===== config.mk =====
export PLATFORM = sky130hd
export DESIGN_NAME = stream_arbiter_qos_pkt
export DESIGN_NICKNAME = d
export VERILOG_FILES = /design/src/rtl/stream_arb_pkg.sv /design/src/rtl/stream_skid_slice.sv /design/src/rtl/stream_arbiter_qos_pkt.sv
export SDC_FILE = /design/constraint.sdc
export NUM_CORES = 1
export LEC_CHECK = 0
export CAP_MARGIN = 10
export CORE_MARGIN = 5
export CORE_UTILIZATION = 52
export DETAILED_ROUTE_END_ITERATION = 8
export GPL_ROUTABILITY_DRIVEN = 0
export PLACE_DENSITY = 0.85
export SYNTH_ARGS = -nofsm -noshare
export SYNTH_HDL_FRONTEND = slang
export SYNTH_SLANG_ARGS = --single-unit

===== constraint.sdc =====
create_clock -name clk_i -period 4.45 [get_ports clk_i]
set_clock_uncertainty 0.1 [all_clocks]
set_input_delay 1.335 -clock clk_i [delete_from_list [all_inputs] [get_ports clk_i]]
set_output_delay 1.335 -clock clk_i [all_outputs]
set_load 0.005 [all_outputs]

===== src/rtl/stream_arb_pkg.sv =====
// stream_arb_pkg: shared types for the packet QoS stream arbiter.
// FSM state enum, default beat struct, age counter width.
package stream_arb_pkg;

    typedef enum logic [0:0] {
        IDLE = 1'b0,
        BUSY = 1'b1
    } arb_state_e;

    localparam int AGE_CNT_W  = 8;

    localparam int DEF_DATA_W = 8;
    localparam int DEF_QOS_W  = 4;
    localparam int DEF_ID_W   = 1;

    typedef struct packed {
        logic [DEF_DATA_W-1:0] data;
        logic [DEF_QOS_W-1:0]  qos;
        logic [DEF_ID_W-1:0]   id;
        logic                  last;
    } beat_t;

endpackage


===== src/rtl/stream_skid_slice.sv =====
// stream_skid_slice: generic 2-entry valid/ready register slice.
// Ports: in_beat/in_valid/in_ready (upstream), out_beat/out_valid/out_ready
// (downstream, driven straight from registers); clk_i, async active-low rst_n.
module stream_skid_slice
    import stream_arb_pkg::*;
#(
    parameter type beat_t = stream_arb_pkg::beat_t
) (
    input  logic  clk_i,
    input  logic  rst_n,
    input  beat_t in_beat,
    input  logic  in_valid,
    output logic  in_ready,
    output beat_t out_beat,
    output logic  out_valid,
    input  logic  out_ready
);

    logic [1:0] count_q;
    beat_t      head_q;
    beat_t      skid_q;
    logic       push;
    logic       pop;

    assign in_ready  = (count_q != 2'd2);
    assign out_valid = (count_q != 2'd0);
    assign out_beat  = head_q;
    assign push      = in_valid & in_ready;
    assign pop       = out_valid & out_ready;

    // head_q is always the oldest beat; skid_q only holds the second one.
    always_ff @(posedge clk_i or negedge rst_n) begin
        if (!rst_n) begin
            count_q <= 2'd0;
            head_q  <= '0;
            skid_q  <= '0;
        end else begin
            unique case (count_q)
                2'd0: begin
                    if (push) begin
                        head_q  <= in_beat;
                        count_q <= 2'd1;
                    end
                end
                2'd1: begin
                    if (push && pop) begin
                        head_q <= in_beat;
                    end else if (push) begin
                        skid_q  <= in_beat;
                        count_q <= 2'd2;
                    end else if (pop) begin
                        count_q <= 2'd0;
                    end
                end
                2'd2: begin
                    if (pop) begin
                        head_q  <= skid_q;
                        count_q <= 2'd1;
                    end
                end
                default: count_q <= 2'd0;
            endcase
        end
    end

endmodule


===== src/rtl/stream_arbiter_qos_pkt.sv =====
// stream_arbiter_qos_pkt: packet-locked QoS arbiter, RR tie-break, skid output.
// Ports: s_* per-stream inputs/ready, m_* registered output stream, clk_i, rst_n.
// Optional aging build: define STREAM_ARB_AGING_EN.
module stream_arbiter_qos_pkt
    import stream_arb_pkg::*;
#(
    parameter int T_DATA_WIDTH = 8,
    parameter int T_QOS__WIDTH = 4,
    parameter int STREAM_COUNT = 2,
    parameter int T_ID___WIDTH = $clog2(STREAM_COUNT),
    parameter int AGE_LIMIT    = 8
) (
    input  logic                                     clk_i,
    input  logic                                     rst_n,
    input  logic [STREAM_COUNT-1:0][T_DATA_WIDTH-1:0] s_data_i,
    input  logic [STREAM_COUNT-1:0][T_QOS__WIDTH-1:0] s_qos_i,
    input  logic [STREAM_COUNT-1:0]                  s_last_i,
    input  logic [STREAM_COUNT-1:0]                  s_valid_i,
    output logic [STREAM_COUNT-1:0]                  s_ready_o,
    output logic [T_DATA_WIDTH-1:0]                  m_data_o,
    output logic [T_QOS__WIDTH-1:0]                  m_qos_o,
    output logic [T_ID___WIDTH-1:0]                  m_id_o,
    output logic                                     m_last_o,
    output logic                                     m_valid_o,
    input  logic                                     m_ready_i
);

    if (STREAM_COUNT < 2 || AGE_LIMIT < 1 || AGE_LIMIT > 255) begin : g_param_check
        $error("stream_arbiter_qos_pkt: parameter out of range");
    end

    typedef struct packed {
        logic [T_DATA_WIDTH-1:0] data;
        logic [T_QOS__WIDTH-1:0] qos;
        logic [T_ID___WIDTH-1:0] id;
        logic                    last;
    } slot_t;

    localparam logic [T_ID___WIDTH-1:0] LAST_ID = T_ID___WIDTH'(STREAM_COUNT - 1);

    arb_state_e              state_q;
    arb_state_e              state_d;
    logic [T_ID___WIDTH-1:0] grant_q;
    logic [T_ID___WIDTH-1:0] grant_d;
    logic [T_ID___WIDTH-1:0] rr_ptr_q;
    logic [T_ID___WIDTH-1:0] rr_ptr_d;
    logic [T_ID___WIDTH-1:0] win_id;
    logic [T_ID___WIDTH-1:0] cand;
    logic [STREAM_COUNT-1:0] aged;
    logic [T_QOS__WIDTH-1:0] best_qos;
    logic                    best_found;
    logic                    best_aged;
    int                      sum;
    logic                    any_valid;
    logic                    decide;
    logic                    can_accept;
    logic                    in_valid;
    logic                    xfer;
    slot_t                   beat_in;
    slot_t                   beat_out;

    assign any_valid = |s_valid_i;
    assign in_valid  = (state_q == BUSY) && s_valid_i[grant_q];
    assign xfer      = in_valid && can_accept;

    // Scan from rr_ptr and keep a candidate only if it is strictly better,
    // so equal candidates resolve to the first one met after rr_ptr.
    always_comb begin
        win_id     = rr_ptr_q;
        cand       = rr_ptr_q;
        best_qos   = '0;
        best_found = 1'b0;
        best_aged  = 1'b0;
        sum        = 0;
        for (int k = 0; k < STREAM_COUNT; k++) begin
            sum = int'(rr_ptr_q) + k;
            if (sum >= STREAM_COUNT) begin
                sum = sum - STREAM_COUNT;
            end
            cand = T_ID___WIDTH'(sum);
            if (s_valid_i[cand]) begin
                if (!best_found ||
                    (aged[cand] && !best_aged) ||
                    ((aged[cand] == best_aged) && (s_qos_i[cand] > best_qos))) begin
                    best_found = 1'b1;
                    best_aged  = aged[cand];
                    best_qos   = s_qos_i[cand];
                    win_id     = cand;
                end
            end
        end
    end

`ifdef STREAM_ARB_AGING_EN
    logic [AGE_CNT_W-1:0] age_q [STREAM_COUNT];

    // Counters saturate at all-ones, so a stream stays aged even if it
    // keeps losing to other aged streams.
    always_comb begin
        aged = '0;
        for (int i = 0; i < STREAM_COUNT; i++) begin
            aged[i] = (age_q[i] >= AGE_CNT_W'(AGE_LIMIT));
        end
    end

    always_ff @(posedge clk_i or negedge rst_n) begin
        if (!rst_n) begin
            for (int i = 0; i < STREAM_COUNT; i++) begin
                age_q[i] <= '0;
            end
        end else if (decide) begin
            for (int i = 0; i < STREAM_COUNT; i++) begin
                if (T_ID___WIDTH'(i) == win_id) begin
                    age_q[i] <= '0;
                end else if (s_valid_i[i] && (age_q[i] != '1)) begin
                    age_q[i] <= age_q[i] + AGE_CNT_W'(1);
                end
            end
        end
    end
`else
    assign aged = '0;
`endif

    always_comb begin
        state_d   = state_q;
        grant_d   = grant_q;
        rr_ptr_d  = rr_ptr_q;
        s_ready_o = '0;
        decide    = 1'b0;
        unique case (state_q)
            IDLE: begin
                if (any_valid) begin
                    decide   = 1'b1;
                    grant_d  = win_id;
                    rr_ptr_d = (win_id == LAST_ID) ? '0
                                                   : win_id + T_ID___WIDTH'(1);
                    state_d  = BUSY;
                end
            end
            BUSY: begin
                s_ready_o[grant_q] = can_accept;
                if (xfer && s_last_i[grant_q]) begin
                    state_d = IDLE;
                end
            end
            default: state_d = IDLE;
        endcase
    end

    always_ff @(posedge clk_i or negedge rst_n) begin
        if (!rst_n) begin
            state_q  <= IDLE;
            grant_q  <= '0;
            rr_ptr_q <= '0;
        end else begin
            state_q  <= state_d;
            grant_q  <= grant_d;
            rr_ptr_q <= rr_ptr_d;
        end
    end

    always_comb begin
        beat_in      = '0;
        beat_in.data = s_data_i[grant_q];
        beat_in.qos  = s_qos_i[grant_q];
        beat_in.id   = grant_q;
        beat_in.last = s_last_i[grant_q];
    end

    stream_skid_slice #(
        .beat_t(slot_t)
    ) u_slice (
        .clk_i    (clk_i),
        .rst_n    (rst_n),
        .in_beat  (beat_in),
        .in_valid (in_valid),
        .in_ready (can_accept),
        .out_beat (beat_out),
        .out_valid(m_valid_o),
        .out_ready(m_ready_i)
    );

    assign m_data_o = beat_out.data;
    assign m_qos_o  = beat_out.qos;
    assign m_id_o   = beat_out.id;
    assign m_last_o = beat_out.last;

endmodule


## After elaboration in Yosys (flattened, before gate mapping)

Cells that the tools add are included.

- Word-level logic and storage cells: 99
- Bits in registers: 33
- Bits of input ports: 31

- Eq/ne operators: 9
- Reductions and logical operators: 19
- Muxes and demuxes: 43
- $lt $le $gt $ge: 7
- Add/subtract/negate cells: 4
- Bitwise gates (word level): 5

Operators by type and width:

| kind | number |
|---|---|
| $mux 14 | 3 |
| $pmux 14 s3 | 1 |
| $mux 4 | 7 |
| $mux 1 | 21 |
| $mux 8 | 2 |
| $mux 2 | 6 |
| $reduce_and 4->1 | 2 |
| $logic_and 1x1->1 | 7 |
| $lt 1x2->1 const B | 3 |
| $ne 2x1->1 const B | 3 |
| $pmux 2 s3 | 1 |
| $gt 4x4->1 | 1 |
| $ne 2x2->1 const B | 2 |
| $ne 3x1->1 const B | 1 |
| $reduce_and 3->1 | 1 |
| $reduce_bool 3->1 | 1 |
| $add 1x1->2 const B | 1 |
| $and 1x1->1 | 2 |
| $and 2x2->2 | 1 |
| $eq 2x1->1 const B | 1 |
| $eq 2x2->1 const B | 1 |
| $ge 1x2->1 const B | 1 |
| $ge 2x2->1 const B | 1 |
| $logic_not 1->1 | 2 |
| other kinds (12) | 15 |

## Longest topological paths before layout

Gate-level depths: netlist (run 1).

- Depth in word-level cells: 13
- Depth in mapped cells: 10
- Gate-level depth less buffers: 9

## By module

A second synthesis (run 1) with hierarchy kept.

- Cells, all modules: 149
- Area total of the unflattened synthesis: 1,946.9 sq um

Modules (own cells, without submodules):

| module | times used | sequential area each (sq um) | area an instance (sq um) | cells each |
|---|---|---|---|---|
| stream_skid_slice | 1 | 750.7 | 1,380.1 | 89 |
| stream_arbiter_qos_pkt | 1 | 75.1 | 566.8 | 60 |

## Least setup slack after synthesis (run 1)

OpenSTA, ideal clock, no wires.

- Path type: input -> register
- From: in s_qos_i[3] in the netlist's numbering
- To: reg grant_q
- Setup time: 0.129 ns
- Setup slack: 1.728 ns
- Stages: 6
- Arrival: 2.493 ns
- Required time: 4.221 ns
- Path through: mux2_2 ha_1 and4_1 a21oi_1 xnor2_1 a21oi_1

- Word-level cells in the longest chain between the ends: 8

RTL lines:

| element | RTL line | text |
|---|---|---|
| start: declaration | stream_arbiter_qos_pkt.sv:16 | `input logic [STREAM_COUNT-1:0][T_QOS__WIDTH-1:0] s_qos_i,` |
| $mux 4 (not written as such) (2 in a row) | stream_arbiter_qos_pkt.sv:87 | `best_qos = s_qos_i[cand];` |
| $mux 4 | stream_arbiter_qos_pkt.sv:81 | `if (s_valid_i[cand]) begin` |
| $gt 4x4->1 (*) | stream_arbiter_qos_pkt.sv:84 | `((aged[cand] == best_aged) && (s_qos_i[cand] > best_qos))) begin` |
| $logic_and 1x1->1 (*) | stream_arbiter_qos_pkt.sv:84 |  |
| $logic_or 1x1->1 (*) | stream_arbiter_qos_pkt.sv:83 | `(aged[cand] && !best_aged) \|\|` |
| $mux 1 (*) | stream_arbiter_qos_pkt.sv:82 | `if (!best_found \|\|` |
| $mux 1 (*) | stream_arbiter_qos_pkt.sv:81 |  |
| end signal: assignment | stream_arbiter_qos_pkt.sv:158 | `grant_q <= grant_d;` |
| end: declaration | stream_arbiter_qos_pkt.sv:43 | `logic [T_ID___WIDTH-1:0] grant_q;` |

Every way passes the cells marked *; elsewhere a longest branch is shown, timed or not. The select of a mux whose other input is x is not followed.
A chain may end at the register's enable or synchronous reset.

## Worst setup path after layout (run 1)

- From: reg u_slice.count_q[1]
- To: out s_ready_o[1]

- Word-level cells in the longest chain between the ends: 3

RTL lines:

| element | RTL line | text |
|---|---|---|
| start: declaration | stream_skid_slice.sv:19 | `logic [1:0] count_q;` |
| start signal: assignment | stream_skid_slice.sv:34 | `count_q <= 2'd0;` |
| start signal: assignment | stream_skid_slice.sv:42 | `count_q <= 2'd1;` |
| start signal: assignment | stream_skid_slice.sv:50 | `count_q <= 2'd2;` |
| $ne 2x2->1 | stream_skid_slice.sv:25 | `assign in_ready = (count_q != 2'd2);` |
| $and 2x2->2 (no source line) | - |  |
| $mux 2 | stream_arbiter_qos_pkt.sv:131 | `unique case (state_q)` |
| end: declaration | stream_arbiter_qos_pkt.sv:19 | `output logic [STREAM_COUNT-1:0] s_ready_o,` |

Every way passes these cells.

==> flow_summary.yaml, run 1 <==
outcome:
  status: "complete, no violations"
clocking:
  cts-root-buf: "clkbuf_4"
  numCtsBuffers: 5
  ctsHoldBuffers: 0
  cts_resized: 0
  cts_buffer_depth: 2
  post_cts_buffers: 0
  clkTransAtPathRegs_ns: 0.10
  cts_tree: "done"
  htreeDepth: 2
  clk_latency_ns: 0.34
  cts_sinks: 33
pwr:
  leakagePower_nw: 0.992
  vdd_drop_max_mv: 0.275
  finalPower_mw: 1.53
  power_density_nw_per_um2: 643
worst_setup_path:
  crit_type: "register to output pin"
  rr_worst_depth: 6
  worstSetupStartpoint: "u_slice.count_q[1]"
  required_ns: 3.01
  critPathLaunchType: "register"
  arrival_ns: 1.78
  r2r-end: "u_slice.out_beat[11]"
  reg2reg_setup_slack_ns: 2.08
  r2r-start: "grant_q"
  endpoint: "s_ready_o[1]"
  critPathCaptureType: "output pin"
  crit_fanout: 10
synth:
  yosys.cell_types.count: 36
  ys.warnings.count: 0
  synth_ff_type: "dfrtp_1"
  postSynthAreaPerCell_sq_um: 9.47
  synth-seq-area-share_pct: 45.6
  synth_cells: 191
  async_reset_ff_share_pct: 100
  synth_edf_count: 0
  synthesis.area_sq_um: 1810
  synth_seq_cells: 33
  synth_fp_nets: 226
grt:
  grt_pass1_wl_um: 6580
  grt_overflow: 0
  grtUsageTotal_pct: 18.8
  grt_pass1_vias: 1450
  antenna_found_initial: 0
  grt_max_degree: 34
floorplan:
  core_area_sq_um: 3360
  fp-row-count: 21
  die_w_um: 69.0
  initial_core_util_pct: 53.8
  num_io_pins: 48
  die_area_sq_um: 4760
  die_h_um: 69.0
route:
  drt_drc_violations_left: 0
  drt_first_pass_iters: 4
  drt_iter0_drc: 74
  num_vias: 1541
  ant_nets: 0
  routed_wl_um: 4010
  via_per_inst: 5.41
  wl_per_cell_um: 14.1
sta:
  worstMarginPinSlew_ns: 0.838
  hold_ws_ns: 0.438
  grt_setup_unrepaired: "no"
  tns_ns: 0
  final_max_slew_viol_count: 0
  hold_viol_final: 0
  timing.fmax_mhz: 311
  slew_headroom_pct: 43.9
  setup_viol: 0
  finalCriticalPeriod_ns: 3.21
  post-route-period-util_pct: 72.2
placed_design:
  port_buffers: 47
  placed_cells: 277
  dpl.hpwl_um: 2940
final_layout:
  area_growth_pct: 31.8
  drive_gt1_share_pct: 10.5
  instances_no_fill: 285
  fin_nets: 273
  fill_cells: 287
  antennaDiodeCount: 0
min_path:
  holdCritPathClass: "register to register"
flow_run:
  drv_cap: 0
layer usage:
metal / vias up / routed length [um] / track usage, %
li1: 765 / - / -
met1: 731 / 1740 / 23.8
met2: 37 / 1990 / 31.0
met3: 8 / 201 / 3.24
met4: 0 / 85 / 9.00
met5: - / 0 / 0
Yosys cell counts, types with 4 or more instances:
cell      number  share of area (%)
a21oi_1       23                6.4
o21ai_0        4                1.1
a211oi_1      11                4.6
ha_1           4                2.8
mux2_2         4                2.5
dfrtp_1       33                 46
mux2i_1       14                7.7
nor2_1        49                 10
nor2b_1        4                1.4
nand2_1        7                1.5
logic make-up after synthesis:
group / share of synthesized area (%)
xor gates and xnor gates: 0.484
buffers and inverters: 4.36
DFF: 45.6
and+or+nand+nor: 18.9
AOI/OAI and AO/OA: 16.7
adders and majority gates: 2.77
muxes: 11.1
critical path, stage by stage, from the launching register on:
cell and delay (ns):
dfrtp_1 0.52, nand2b_1 0.19, nand2_1 0.11, nor2_1 0.11
clkdlybuf4s50_1 0.51
power by group:
part	total (mW)	switching (mW)	internal (mW)
combinational	0.727	0.336	0.392
clock	0.237	0.103	0.134
sequential	0.569	0.122	0.447
how the worst min path moves through the flow:
stage | depth (start not counted) | endpoint | startpoint
after floorplan | 1 | u_slice.skid_q[1] | u_slice.skid_q[1]
after global placement | 1 | u_slice.skid_q[1] | u_slice.skid_q[1]
after detailed placement | 1 | u_slice.skid_q[1] | u_slice.skid_q[1]
after CTS | 1 | u_slice.skid_q[1] | u_slice.skid_q[1]
after global routing | 2 | u_slice.skid_q[5] | u_slice.skid_q[5]
final | 1 | u_slice.skid_q[1] | u_slice.skid_q[1]
metrics by stage:
stage,setup WS (ns),cell area (sq um),utilization [%]
after floorplan,1.73,1810,-
after global placement,1.01,2300,68.4
after detailed placement,0.947,2300,68.4
after CTS,1.23,2380,70.9
after global routing,1.12,2380,70.9
final,1.24,2380,70.9
cells in the final DEF, fill, tap and decap left out, drive strengths merged, types with 2 or more instances in the layout:
cell type / n
o21ai: 4
nand2: 8
nor2b: 4
a31oi: 3
a21oi: 24
ha: 4
nor3b: 4
clkbuf: 7
mux2i: 14
nor2: 49
mux2: 5
or2: 2
a211oi: 13
inv: 3
buf: 4
dfrtp: 33
clkdlybuf4s50: 47
area by class of cell:
cell class,count,area [sq um],share of cell area [%]
Timing Repair Buffer,51,500,21.0
Inverter,3,11.3,0.472
Multi-Input combinational cell,144,905,37.9
Clock inverter,1,30.0,1.26
Sequential cell,33,826,34.6
Clock buffer,7,55.1,2.31
Tap cell,46,57.6,2.41
sequential cells by signal, summed over array words and instances, names as in the netlist:
signal and count:
u_slice.count_q 2, rr_ptr_q 1, state_q 1, grant_q 1, u_slice.out_beat 14, u_slice.skid_q 14
No activity file was read; power rests on OpenSTA's default activity.
==> inputs of run 2 (changes only) <==
CORE_UTILIZATION = 48   (was 52)
PLACE_DENSITY = 0.79   (was 0.85)
clock period = 3.1 ns   (was 4.45 ns; I/O delays follow)
==> run 2 against run 1 <==
  * Die area increased by 7.1%
  * Critical path depth increased by 6
  * Global-route usage decreased by 2.1 points
  * Highest routed layer unchanged
  * Cell area increased by 1.1%
  * Flip-flop and latch count unchanged
  * Clock power increased by 52%
  * Routed wire length decreased by 3.3%
  * Power increased by 45%
  * Combinational power increased by 43%
==> flow_summary.yaml, run 2 (synthesized netlist as in run 1, its figures left out) <==
worst_setup_path:
  cp_cell_sequence: "clkdlybuf4s50_1 -> nand2_1 -> nor2_1 -> a31oi_1 -> ha_1 -> nor2b_1 -> o211ai_1 -> a21oi_1 -> xnor2_1 -> a21oi_1"
  critPathLaunchType: "primary input"
  arrival_ns: 2.80
  required_ns: 3.17
  critPathCaptureType: "register"
  crit_fanout: 7
  crit_path_max_incr_delay_ns: 0.61
  cpMostUsedCell: "a21oi_1"
  crit_type: "primary input to register"
  worst_path_max_delay_cell: "clkdlybuf4s50_1"
grt:
  antenna_found_initial: 0
  grt_pass1_vias: 1440
  grt_overflow: 0
  grt_max_degree: 34
  grtUsageTotal_pct: 16.7
  grt_pass1_wl_um: 6750
sta:
  post-route-period-util_pct: 88.3
  setup_ws_ns: 0.362
  hold_ws_ns: 0.431
  setup_viol: 0
  worstMarginPinSlew_ns: 0.491
  timing.fmax_mhz: 365
  grt_setup_unrepaired: "no"
  final_max_slew_viol_count: 0
  hold_viol_final: 0
  slew_headroom_pct: 67.2
  finalCriticalPeriod_ns: 2.74
  tns_ns: 0
placed_design:
  placed_cells: 280
  dpl.hpwl_um: 2860
  place_area_sq_um: 2310
  dp_slack_ns: 0.0886
  port_buffers: 47
min_path:
  holdCritPathClass: "register to register"
route:
  routed_wl_um: 3880
  num_vias: 1535
  drt_first_pass_iters: 4
  via_per_inst: 5.33
  wl_per_cell_um: 13.5
  ant_nets: 0
  drt_iter0_drc: 94
  drt_drc_violations_left: 0
final_layout:
  layout_commonest_cell: "nor2_1"
  fin_nets: 274
  instances_no_fill: 288
  fill_cells: 291
  final_util_pct: 65.9
  ff_latch_area_sq_um: 826
  final_cell_mix: "49 x nor2_1, 47 x clkdlybuf4s50_1, 33 x dfrtp_1"
  area_growth_pct: 33.3
  multi_input_area_sq_um: 905
  drive_gt1_share_pct: 11.3
  antennaDiodeCount: 0
  fin_area_sq_um: 2410
clocking:
  htreeDepth: 2
  cts_buffer_depth: 2
  numCtsBuffers: 5
  cts-root-buf: "clkbuf_8"
  clk_latency_ns: 0.29
  cts_resized: 0
  post_cts_buffers: 0
  cts_tree: "done"
  ctsHoldBuffers: 0
  cts_sinks: 33
  clkTransAtPathRegs_ns: 0.07
pwr:
  power_density_nw_per_um2: 923
  finalPower_mw: 2.22
  leakagePower_nw: 1.01
  p_int_mw: 1.42
  power_switching_mw: 0.809
  vdd_drop_max_mv: 0.398
  switching_share_pct: 36.4
  seq_power_share_pct: 36.9
  pwr-share-clk_pct: 16.2
  p_comb_share_pct: 47.0
floorplan:
  fp-row-count: 22
  die_h_um: 71.4
  die_w_um: 71.4
  initial_core_util_pct: 49.4
  num_io_pins: 48
  core_area_sq_um: 3660
  die_area_sq_um: 5100
flow_run:
  drv_cap: 0
outcome:
  status: "complete, no violations"
-- run 2: cell count changes in the layout (fill, tap and decap cells not counted) --
cell       delta
buf_4         +1
clkbuf_8      +6
clkbuf_4      -5
clkinv_2      +1
bufinv_16     -1
clkbuf_1      -1
-- run 2: cell type report --
cell class,instances,area share (%)
Tap cell,48,2.49
Sequential cell,33,34.3
Inverter,3,0.467
Timing Repair Buffer,52,21.1
Multi-Input combinational cell,144,37.5
Clock inverter,1,0.208
Clock buffer,7,4.00
-- run 2: final timing paths --
kind	end	slack [ns]	startpoint	cells past startpoint
hold / removal	u_slice.skid_q[8]	0.43	u_slice.skid_q[8]	2
setup / recovery	grant_q	0.36	s_valid_i[0]	10
setup reg to reg	grant_q	0.83	rr_ptr_q	6
min in group asynchronous	u_slice.out_beat[3]	0.95	rst_n	2
max in group asynchronous	u_slice.out_beat[7]	1.66	rst_n	2
hold reg to reg	u_slice.skid_q[8]	0.43	u_slice.skid_q[8]	2
-- run 2: worst max-delay path, delay by kind of cell --
kind                       cells  cell delay (ns)
buffers and inverters          1             0.61
AOI/OAI and AO/OA              4             0.48
and+or+nand+nor                3             0.31
adders and majority gates      1             0.30
xor gates and xnor gates       1             0.16
-- run 2: power groups by stage --
stage / logic [mW] / clock network [mW] / registers [mW]
5_1_grt: 1.16 / 0.384 / 0.856
3_5_place_dp: 1.06 / 0 / 0.829
2_1_floorplan: 0.702 / 0 / 0.760
4_1_cts: 1.06 / 0.362 / 0.822
3_3_place_gp: 1.03 / 0 / 0.819
6_report: 1.04 / 0.360 / 0.820
-- run 2: routing by layer --
metal / vias to the layer above / track usage (%) / wire (um) / part of all wire [%]
met3: 7 / 3.79 / 204 / 5.3
met2: 38 / 26.9 / 1850 / 48
li1: 765 / - / - / -
met5: - / 0 / 0 / 0
met1: 725 / 21.4 / 1740 / 45
met4: 0 / 7.52 / 80 / 2.1
